### src/rtl/rf_edge_conditioner.sv
// Synchronises, deglitches and qualifies the asynchronous RF detector line into a
// one-cycle rfin pulse with holdoff and re-arm. Optional event counter: RFC_EVT_CNT_EN.
module rf_edge_conditioner #(
    parameter int SYNC_STAGES = 2,
    parameter int FILT_LEN    = 4,
    parameter int HOLDOFF     = 10000,
    parameter int CNT_W       = 16
) (
    input  logic             clk,
    input  logic             rst,
    input  logic             rf_raw,
    input  logic             enable,
    output logic             rfin,
    output logic             rf_level,
    output logic             busy,
    output logic             miss
`ifdef RFC_EVT_CNT_EN
    ,
    input  logic             cnt_clr,
    output logic [CNT_W-1:0] evt_cnt
`endif
);
    localparam int FC_W = (FILT_LEN > 1) ? $clog2(FILT_LEN) : 1;
    localparam int HC_W = (HOLDOFF > 1) ? $clog2(HOLDOFF) : 1;
    localparam logic [FC_W-1:0] FC_LAST = FC_W'(FILT_LEN - 1);
    localparam logic [HC_W-1:0] HC_LOAD = HC_W'(HOLDOFF - 1);

    if (SYNC_STAGES < 2 || FILT_LEN < 1 || HOLDOFF < 1 || CNT_W < 1) begin : g_bad_params
        $error("rf_edge_conditioner: illegal parameter set");
    end

    typedef enum logic [1:0] {IDLE, PULSE, HOLD, REARM} state_t;

    logic [SYNC_STAGES-1:0] sync_chain;
    logic                   s;
    logic [FC_W-1:0]        fc;
    logic                   level_d;
    state_t                 state;
    state_t                 state_nxt;
    logic [HC_W-1:0]        hcnt;
    logic [HC_W-1:0]        hcnt_nxt;
    logic                   rfin_nxt;
    logic                   miss_nxt;

    assign s    = sync_chain[SYNC_STAGES-1];
    assign busy = (state != IDLE);

    // Synchroniser and consecutive-sample filter
    always_ff @(posedge clk) begin
        if (rst) begin
            sync_chain <= '0;
            fc         <= '0;
            rf_level   <= 1'b0;
            level_d    <= 1'b0;
        end else begin
            sync_chain <= {sync_chain[SYNC_STAGES-2:0], rf_raw};
            level_d    <= rf_level;
            if (s == rf_level) begin
                fc <= '0;
            end else if (fc == FC_LAST) begin
                rf_level <= s;
                fc       <= '0;
            end else begin
                fc <= fc + 1'b1;
            end
        end
    end

    // Event qualification FSM
    always_comb begin
        state_nxt = state;
        hcnt_nxt  = hcnt;
        rfin_nxt  = 1'b0;
        miss_nxt  = 1'b0;
        case (state)
            IDLE: begin
                if (rf_level && enable) begin
                    state_nxt = PULSE;
                    rfin_nxt  = 1'b1;
                end
            end
            PULSE: begin
                state_nxt = HOLD;
                hcnt_nxt  = HC_LOAD;
            end
            HOLD: begin
                miss_nxt = rf_level && !level_d;
                if (hcnt == '0) begin
                    state_nxt = REARM;
                end else begin
                    hcnt_nxt = hcnt - 1'b1;
                end
            end
            REARM: begin
                if (!rf_level) begin
                    state_nxt = IDLE;
                end
            end
            default: state_nxt = IDLE;
        endcase
    end

    always_ff @(posedge clk) begin
        if (rst) begin
            state <= IDLE;
            hcnt  <= '0;
            rfin  <= 1'b0;
            miss  <= 1'b0;
        end else begin
            state <= state_nxt;
            hcnt  <= hcnt_nxt;
            rfin  <= rfin_nxt;
            miss  <= miss_nxt;
        end
    end

`ifdef RFC_EVT_CNT_EN
    localparam logic [CNT_W-1:0] CNT_MAX = '1;

    function automatic logic [CNT_W-1:0] sat_inc(input logic [CNT_W-1:0] v);
        return (v == CNT_MAX) ? v : v + 1'b1;
    endfunction

    // Clear wins over a coincident pulse
    always_ff @(posedge clk) begin
        if (rst || cnt_clr) begin
            evt_cnt <= '0;
        end else if (rfin) begin
            evt_cnt <= sat_inc(evt_cnt);
        end
    end
`endif

endmodule
### config.mk
export PLATFORM = sky130hd
export DESIGN_NAME = rf_edge_conditioner
export DESIGN_NICKNAME = d
export VERILOG_FILES = /design/src/rtl/rf_edge_conditioner.sv
export SDC_FILE = /design/constraint.sdc
export NUM_CORES = 1
export LEC_CHECK = 0
export CORE_ASPECT_RATIO = 1.2
export CORE_MARGIN = 4
export CORE_UTILIZATION = 50
export CTS_BUF_LIST = sky130_fd_sc_hd__clkbuf_4
export DETAILED_ROUTE_END_ITERATION = 8
export GPL_ROUTABILITY_DRIVEN = 0
export PLACE_DENSITY = 0.8
export SYNTH_ARGS = -nofsm -noshare
export SYNTH_HDL_FRONTEND = slang
export SYNTH_SLANG_ARGS = --single-unit
### constraint.sdc
create_clock -name clk -period 5.2 [get_ports clk]
set_clock_uncertainty 0.2 [all_clocks]
set_input_delay 0.52 -clock clk [delete_from_list [all_inputs] [get_ports clk]]
set_output_delay 0.52 -clock clk [all_outputs]
set_load 0.01 [all_outputs]
==> impl_metrics.yaml, run 1 <==
outcome:
  outcome: "finished, final reports clean"
yosys:
  ys_seq_area_share_pct: 38.9
  synth_area_per_cell_um2: 9.00
  synth_fp_nets: 147
  syn_area_um2: 1230
  ys_ff_latch: 24
  synth_largest_area_cell: "dfxtp_1"
  synth_top_area_share_pct: 38.9
  synth_area_leaders: "dfxtp_1 (39%), ha_1 (6.1%), nor2_1 (3.3%)"
  synth_async_sr_flop_share_pct: 0
  syn-instance-count: 137
  yosysWarnings: 0
  ys_types: 40
  synth_edf_count: 0
  ys.flop_type: "dfxtp_1"
global_route:
  antenna_found_initial: 0
  grt-ovfl-total: 0
  gr-usage-met1_pct: 22.6
  grt_pass1_wl_um: 4690
  met3_usage_pct: 3.10
  grtUsageMet2_pct: 30.2
  grt_max_degree: 22
  grt_usage_pct: 17.9
  grt-busiest-layer: "met2"
  grt_pass1_vias: 1081
timing:
  fmax_ghz: 0.367
  setup_ws_ps: 2480
  rsz0062_at_grt: "no"
  timing.final.crit_share_pct: 52.4
  setup_viol: 0
  period_minus_slack_ps: 2720
  hold_violations: 0
  slew_viol_final: 0
  slew_headroom_pct: 40.0
  holdWs_ps: 200
  tns_ps: 0
  tightest_slew_ps: 887
cells_and_area:
  final_nets: 155
  drive_above_1_share_pct: 8.33
  synthToLayoutAreaGrowth_pct: 11.8
  final_cells: 175
  fin_area_um2: 1380
  fill_cells: 223
  diodes: 0
  utilization_pct: 59.2
die:
  initial_core_util_pct: 53.0
  die_w_um: 53.3
  io_pins: 8
  dieArea_um2: 3330
  rows: 19
  die_h_um: 62.4
  core_um2: 2330
worst_setup_path:
  critPathCaptureType: "flip-flop"
  reg2reg_depth: 6
  startpoint: "hcnt[0]"
  r2r-start: "hcnt[0]"
  reg2reg_slack_ps: 2480
  cp.arrival_ps: 2780
  cp.required_ps: 5250
  r2r-end: "state[1]"
  start_kind: "flip-flop"
  worstPathMaxFanout: 5
  critPathKind: "flip-flop to flip-flop"
routing:
  dr_total_vias: 1121
  drtIter0Drc: 69
  finalWirelength_um: 2640
  drt_first_pass_iters: 5
  post_drt_wl_per_cell_um: 15.1
  drcViolationCount: 0
  via_per_inst: 6.41
  ant_nets: 0
clocking:
  cts_tree: "built"
  htreeDepth: 1
  clockBufferDepth: 2
  insertion_delay_ps: 310
  cts_resized: 0
  cts-root-buf: "clkbuf_4"
  cts_num_sinks: 24
  cts_setup_buffers: 0
  cts-hold-fix-buffers: 0
  cts_buffers: 3
  path_clk_slew_ps: 140
worst_hold_path:
  hold_depth: 1
  min_from: "level_d"
  worstHoldEndpoint: "miss"
  hold_class: "flip-flop to flip-flop"
power_and_ir_drop:
  p_sw_mw: 0.379
  ir_drop_v: 0.000444
  switching_share_pct: 43.5
  total_power_mw: 0.873
  static-leakage-power_nw: 0.507
  intPower_mw: 0.493
  pwr-share-clk_pct: 15.4
  power_density_nw_per_um2: 633
  p_comb_share_pct: 54.0
  seqPwrFrac_pct: 30.6
placement:
  port_buffers: 7
  place_ws_ps: 2700
  dp_hpwl_um: 1940
  dp.cells: 171
  placed_area_um2: 1330
flow_run:
  maxCapViolCount: 0
[kinds of logic (layout without fill, tap and decap cells)]
group / Yosys count / in the layout / synth area share, %
buffers and inverters: 11 / 18 / 3.45
adders and majority gates: 6 / 6 / 6.09
xor gates and xnor gates: 1 / 1 / 0.710
muxes: 3 / 3 / 2.43
and+or+nand+nor: 57 / 57 / 27.9
DFF: 24 / 24 / 38.9
AOI/OAI and AO/OA: 35 / 35 / 20.5
[area by class of cell]
type                            instances  area [µm²]  share of cell area [%]
Multi-Input combinational cell        102         711                    51.5
Sequential cell                        24         480                    34.8
Timing Repair Buffer                    7        70.1                    5.08
Tap cell                               31        38.8                    2.81
Clock inverter                          1        30.0                    2.18
Inverter                                7        26.3                    1.91
Clock buffer                            3        22.5                    1.63
[worst max-delay path, cell delays in order (launching register included)]
cell and delay [ps]:
dfxtp_1 370, inv_1 70, ha_1 230, nor4b_1 750
a41oi_1 420, a221oi_1 420, mux2i_1 220
[cells in the final DEF, fill, tap and decap left out, types with 4 or more instances in the layout]
cell type / instances
dfxtp_1: 24
nor2_1: 11
a21oi_1: 8
nand2_1: 7
clkdlybuf4s50_1: 7
inv_1: 6
ha_1: 6
or4_1: 5
or3_1: 5
o21a_1: 5
nor3_1: 4
o31ai_1: 4
nor2b_1: 4
a31oi_1: 4
[how the worst max path moves through the flow]
stage | endpoint | cells past startpoint
finish | state[1] | 6
global route | state[1] | 6
CTS | state[1] | 6
detailed placement | state[1] | 6
global placement | state[1] | 6
floorplan | hcnt[5] | 7
[per-layer routing]
metal / wire length [µm] / part of all wire (%)
met1: 1080 / 41
met2: 1320 / 50
met3: 165 / 6.3
met4: 70 / 2.7
met5: 0 / 0
[sequential cells by signal (all words and copies together) (netlist names)]
register and cells:
miss 1, hcnt 14, rf_level 1, fc 2
rfin 1, level_d 1, sync_chain 2, state 2
[Yosys cell counts, types with 2 or more instances]
cell type / instances
o21ai_0: 2
a211oi_1: 3
inv_1: 6
nand2b_1: 2
nor2_1: 11
ha_1: 6
mux2i_1: 3
a311oi_1: 2
nor3_1: 4
dfxtp_1: 24
a41o_1: 2
o31ai_1: 4
clkbuf_1: 3
or2_2: 3
nand2_1: 7
or3_1: 5
o21a_1: 5
a21oi_1: 8
nor4b_1: 2
nor4_1: 3
nand3_1: 3
or4_1: 5
nor2b_1: 4
a31oi_1: 4
[power groups by stage]
| stage | logic [mW] | clock network (mW) | registers [mW] |
|---|---|---|---|
| floorplan | 0.379 | 0 | 0.259 |
| global placement | 0.445 | 0 | 0.267 |
| detailed placement | 0.456 | 0 | 0.270 |
| CTS | 0.462 | 0.138 | 0.266 |
| global route | 0.522 | 0.146 | 0.273 |
| finish | 0.471 | 0.134 | 0.267 |
Power figures use the tool's default switching activity.
==> inputs of run 2 (changes only) <==
--- a/config.mk
+++ b/config.mk
@@ -11,7 +11,7 @@
 export CTS_BUF_LIST = sky130_fd_sc_hd__clkbuf_4
 export DETAILED_ROUTE_END_ITERATION = 8
 export GPL_ROUTABILITY_DRIVEN = 0
-export PLACE_DENSITY = 0.8
+export PLACE_DENSITY = 0.83
 export SYNTH_ARGS = -nofsm -noshare
 export SYNTH_HDL_FRONTEND = slang
 export SYNTH_SLANG_ARGS = --single-unit
==> constraint.sdc (replaced) <==
create_clock -name clk -period 2.5 [get_ports clk]
set_clock_uncertainty 0.2 [all_clocks]
set_input_delay 0.25 -clock clk [delete_from_list [all_inputs] [get_ports clk]]
set_output_delay 0.25 -clock clk [all_outputs]
set_load 0.01 [all_outputs]
==> impl_metrics.yaml, run 2 (same netlist as run 1, synthesis figures left out) <==
cells_and_area:
  top_register: "hcnt"
  most-common-layout-cells: "dfxtp_1 (24), nor2_1 (11), a21oi_1 (8)"
  synthToLayoutAreaGrowth_pct: 16.1
  drive_above_1_share_pct: 13.5
  final_nets: 159
  fin_area_um2: 1430
  mostFrequentLayoutCell: "dfxtp_1"
  fill_cells: 210
  largest_reg_flops: 14
  utilization_pct: 61.5
  diodes: 0
timing:
  slew_headroom_pct: 62.2
  setup_viol: 0
  rsz0062_at_grt: "no"
  tns_ps: 0
  setup_ws_ps: 188
  slew_viol_final: 0
  period_minus_slack_ps: 2310
  fmax_ghz: 0.433
  tightest_slew_ps: 564
  hold_violations: 0
  timing.final.crit_share_pct: 92.5
global_route:
  met3_usage_pct: 2.39
  grt-busiest-layer: "met2"
  grt_max_degree: 15
  gr-usage-met1_pct: 22.7
  grt_usage_pct: 18.6
  grt_pass1_wl_um: 4800
  grtUsageMet2_pct: 31.6
  grt-ovfl-total: 0
  grt_pass1_vias: 1123
  antenna_found_initial: 0
routing:
  finalWirelength_um: 2750
  dr_total_vias: 1130
  via_per_inst: 6.31
  drtIter0Drc: 57
  drt_first_pass_iters: 4
  drcViolationCount: 0
  ant_nets: 0
  post_drt_wl_per_cell_um: 15.4
clocking:
  cts_buffers: 3
  insertion_delay_ps: 320
  cts_num_sinks: 24
  cts-hold-fix-buffers: 0
  cts_tree: "built"
  path_clk_slew_ps: 130
  cts-root-buf: "clkbuf_4"
  htreeDepth: 1
  clockBufferDepth: 2
placement:
  place_ws_ps: 22.2
  dp_hpwl_um: 2020
  placed_area_um2: 1360
  port_buffers: 7
worst_setup_path:
  cp.required_ps: 2520
  start_kind: "flip-flop"
  cp_num_buf_inv: 1
  critPathCaptureType: "flip-flop"
  critPathKind: "flip-flop to flip-flop"
  worstPathMaxFanout: 6
  crit_path_max_incr_delay_ps: 550
  critPathTopFamily: "compound AO/OA/AOI/OAI gates"
  cp.arrival_ps: 2330
  path_cells: "inv_1 -> ha_1 -> or4b_4 -> a211oi_1 -> a41o_1 -> nor2_1"
  crit_slowest_cell: "or4b_4"
power_and_ir_drop:
  power_density_nw_per_um2: 1310
  static-leakage-power_nw: 0.537
  seqPwrFrac_pct: 30.0
  ir_drop_v: 0.000997
  intPower_mw: 1.07
  p_comb_share_pct: 55.0
  pwr-share-clk_pct: 15.0
  switching_share_pct: 43.3
  p_sw_mw: 0.814
outcome:
  outcome: "finished, final reports clean"
die:
  dieArea_um2: 3330
  rows: 19
  io_pins: 8
  initial_core_util_pct: 53.0
  die_w_um: 53.3
  die_h_um: 62.4
  core_um2: 2330
worst_hold_path:
  hold_class: "flip-flop to flip-flop"
flow_run:
  maxCapViolCount: 0
run 2: area by class of cell:
| class | instances | area (µm²) | share of cell area, % |
|---|---|---|---|
| Inverter | 7 | 26.3 | 1.83 |
| Multi-Input combinational cell | 102 | 734 | 51.3 |
| Sequential cell | 24 | 480 | 33.5 |
| Tap cell | 31 | 38.8 | 2.71 |
| Clock inverter | 1 | 30.0 | 2.10 |
| Timing Repair Buffer | 11 | 100 | 6.99 |
| Clock buffer | 3 | 22.5 | 1.57 |
run 2: worst paths after layout:
kind                            startpoint       end  slack, ps  depth (start not counted)
worst min-delay path               level_d      miss        210                          1
worst max-delay path               hcnt[0]  hcnt[10]        190                          6
worst min register to register     level_d      miss        210                          1
worst max register to register     hcnt[0]  hcnt[10]        190                          6
run 2: metrics by stage:
stage / power [mW] / instances / hold WS [ps]
3_3_place_gp: 1.47 / 175 / 182
6_report: 1.88 / 179 / 212
2_1_floorplan: 1.33 / 137 / 129
5_1_grt: 2.03 / 179 / 225
4_1_cts: 1.81 / 179 / 213
3_5_place_dp: 1.51 / 175 / 187
run 2: power by group through the flow:
| stage | logic (mW) | clock network (mW) | registers (mW) |
|---|---|---|---|
| after floorplan | 0.789 | 0 | 0.538 |
| after global placement | 0.918 | 0 | 0.554 |
| after detailed placement | 0.945 | 0 | 0.563 |
| after CTS | 0.970 | 0.284 | 0.556 |
| after global routing | 1.14 | 0.310 | 0.579 |
| final | 1.03 | 0.283 | 0.564 |
run 2: what timing repair did:
action / 4_1_cts / 5_1_grt
pin swaps: 0 / 1
endpoints found under the hold margin: 0 / 0
buffers inserted: 0 / 0
endpoints found under the setup margin: 1 / 4
resized for setup: 1 / 3
run 2: layer usage:
| metal | wire length (µm) | vias to the layer above |
|---|---|---|
| met4 | 68 | 0 |
| li1 | - | 547 |
| met2 | 1450 | 40 |
| met3 | 92 | 8 |
| met5 | 0 | - |
| met1 | 1140 | 535 |
run 2: worst reg2reg max path, stage by stage (launching register included):
cell and delay (ps):
dfxtp_1 360, inv_1 60, ha_1 230, or4b_4 550, a211oi_1 530, a41o_1 250, nor2_1 40
==> inputs of run 3 (changes only) <==
==> constraint.sdc (replaced) <==
create_clock -name clk -period 2.5 [get_ports clk]
set_clock_uncertainty 0.2 [all_clocks]
set_input_delay 0.5 -clock clk [delete_from_list [all_inputs] [get_ports clk]]
set_output_delay 0.5 -clock clk [all_outputs]
set_load 0.01 [all_outputs]
==> impl_metrics.yaml, run 3 (same netlist as run 1, synthesis figures left out) <==
clocking:
  htreeDepth: 1
  cts_setup_buffers: 0
  cts_buffers: 3
  insertion_delay_ps: 310
  path_clk_slew_ps: 130
  clockBufferDepth: 2
  cts_num_sinks: 24
  cts_tree: "built"
  cts-root-buf: "clkbuf_4"
global_route:
  met3_usage_pct: 4.30
  grt_max_degree: 14
  gr-usage-met1_pct: 20.6
  grt-busiest-layer: "met2"
  antenna_found_initial: 0
  grt_pass1_vias: 1124
  grt_usage_pct: 17.9
  grt-ovfl-total: 0
  grtUsageMet2_pct: 30.1
  grt_pass1_wl_um: 4660
timing:
  slew_viol_final: 0
  holdWs_ps: 199
  tightest_slew_ps: 535
  setup_ws_ps: 110
  rsz0062_at_grt: "no"
  tns_ps: 0
  timing.final.crit_share_pct: 95.6
  setup_viol: 0
  slew_headroom_pct: 64.1
  period_minus_slack_ps: 2390
  fmax_ghz: 0.418
  hold_violations: 0
worst_setup_path:
  start_kind: "flip-flop"
  crit_path_max_incr_delay_ps: 570
  path_cells: "inv_1 -> ha_1 -> inv_1 -> clkdlybuf4s50_1"
  cp.arrival_ps: 1690
  worstPathMaxFanout: 4
  critPathKind: "flip-flop to output port"
  cp_num_buf_inv: 3
  critPathCaptureType: "output port"
  cp.required_ps: 1800
  critPathTopFamily: "buffers and inverters"
  crit_slowest_cell: "clkdlybuf4s50_1"
  cpMostUsedCell: "inv_1"
die:
  rows: 19
  initial_core_util_pct: 53.0
  core_um2: 2330
  dieArea_um2: 3330
  die_h_um: 62.4
  die_w_um: 53.3
  io_pins: 8
cells_and_area:
  diodes: 0
  drive_above_1_share_pct: 12.8
  final_cells: 179
  largest_reg_flops: 14
  synthToLayoutAreaGrowth_pct: 13.4
  top_register: "hcnt"
  fin_area_um2: 1400
  most-common-layout-cells: "dfxtp_1 (22), nor2_1 (11), a21oi_1 (8)"
  mostFrequentLayoutCell: "dfxtp_1"
  utilization_pct: 60.0
  final_nets: 159
power_and_ir_drop:
  total_power_mw: 1.71
  p_sw_mw: 0.775
  p_comb_share_pct: 57.2
  intPower_mw: 0.937
  seqPwrFrac_pct: 32.7
  power_density_nw_per_um2: 1220
  ir_drop_v: 0.000932
  switching_share_pct: 45.3
  pwr-share-clk_pct: 10.1
  static-leakage-power_nw: 0.526
worst_hold_path:
  hold_class: "flip-flop to flip-flop"
placement:
  port_buffers: 7
  dp_hpwl_um: 1990
  place_ws_ps: 24.1
  placed_area_um2: 1360
  dp.cells: 175
routing:
  ant_nets: 0
  drt_first_pass_iters: 5
  drtIter0Drc: 33
  drcViolationCount: 0
  via_per_inst: 6.31
  dr_total_vias: 1129
  finalWirelength_um: 2630
  post_drt_wl_per_cell_um: 14.7
outcome:
  outcome: "finished, final reports clean"
flow_run:
  maxCapViolCount: 0
==> run 3: cell count changes in the layout (fill, tap and decap cells not counted) <==
| cell | delta |
|---|---|
| or4b_1 | +1 |
| bufinv_16 | -1 |
| a221oi_1 | +1 |
| dfxtp_2 | +2 |
| or4b_4 | -1 |
| clkinv_1 | +1 |
| a221oi_2 | -1 |
| dfxtp_1 | -2 |
==> run 3: power by group through the flow <==
stage | registers (mW) | logic [mW] | clock network, mW
floorplan | 0.538 | 0.789 | 0
global placement | 0.556 | 0.920 | 0
detailed placement | 0.561 | 0.945 | 0
CTS | 0.554 | 0.960 | 0.179
global route | 0.577 | 1.07 | 0.200
finish | 0.560 | 0.979 | 0.172
==> run 3: final timing paths <==
path / start / endpoint / slack (ps) / depth (start not counted)
setup / recovery: state[0] / busy / 110 / 4
hold / removal: level_d / miss / 200 / 1
setup reg to reg: hcnt[0] / hcnt[10] / 150 / 6
hold reg to reg: level_d / miss / 200 / 1
==> run 3: cell type report <==
| type | count | area, µm² |
|---|---|---|
| clock inverters | 1 | 3.75 |
| fillers | 222 | 931 |
| flip-flops and latches | 24 | 483 |
| repair buffers | 11 | 100 |
| clock buffers | 3 | 22.5 |
| inverters | 7 | 26.3 |
| well taps | 31 | 38.8 |
| multi-input cells | 102 | 724 |
==> run 3: routing by layer <==
| layer | up-vias | part of all wire, % |
|---|---|---|
| li1 | 546 | - |
| met1 | 534 | 42 |
| met2 | 43 | 53 |
| met3 | 6 | 3.8 |
| met4 | 0 | 1.7 |
| met5 | - | 0 |
==> run 3: timing repair <==
| action | CTS | global route |
|---|---|---|
| hold buffers | 0 | 0 |
| gates resized for setup | 1 | 3 |
| setup endpoints to repair | 1 | 2 |
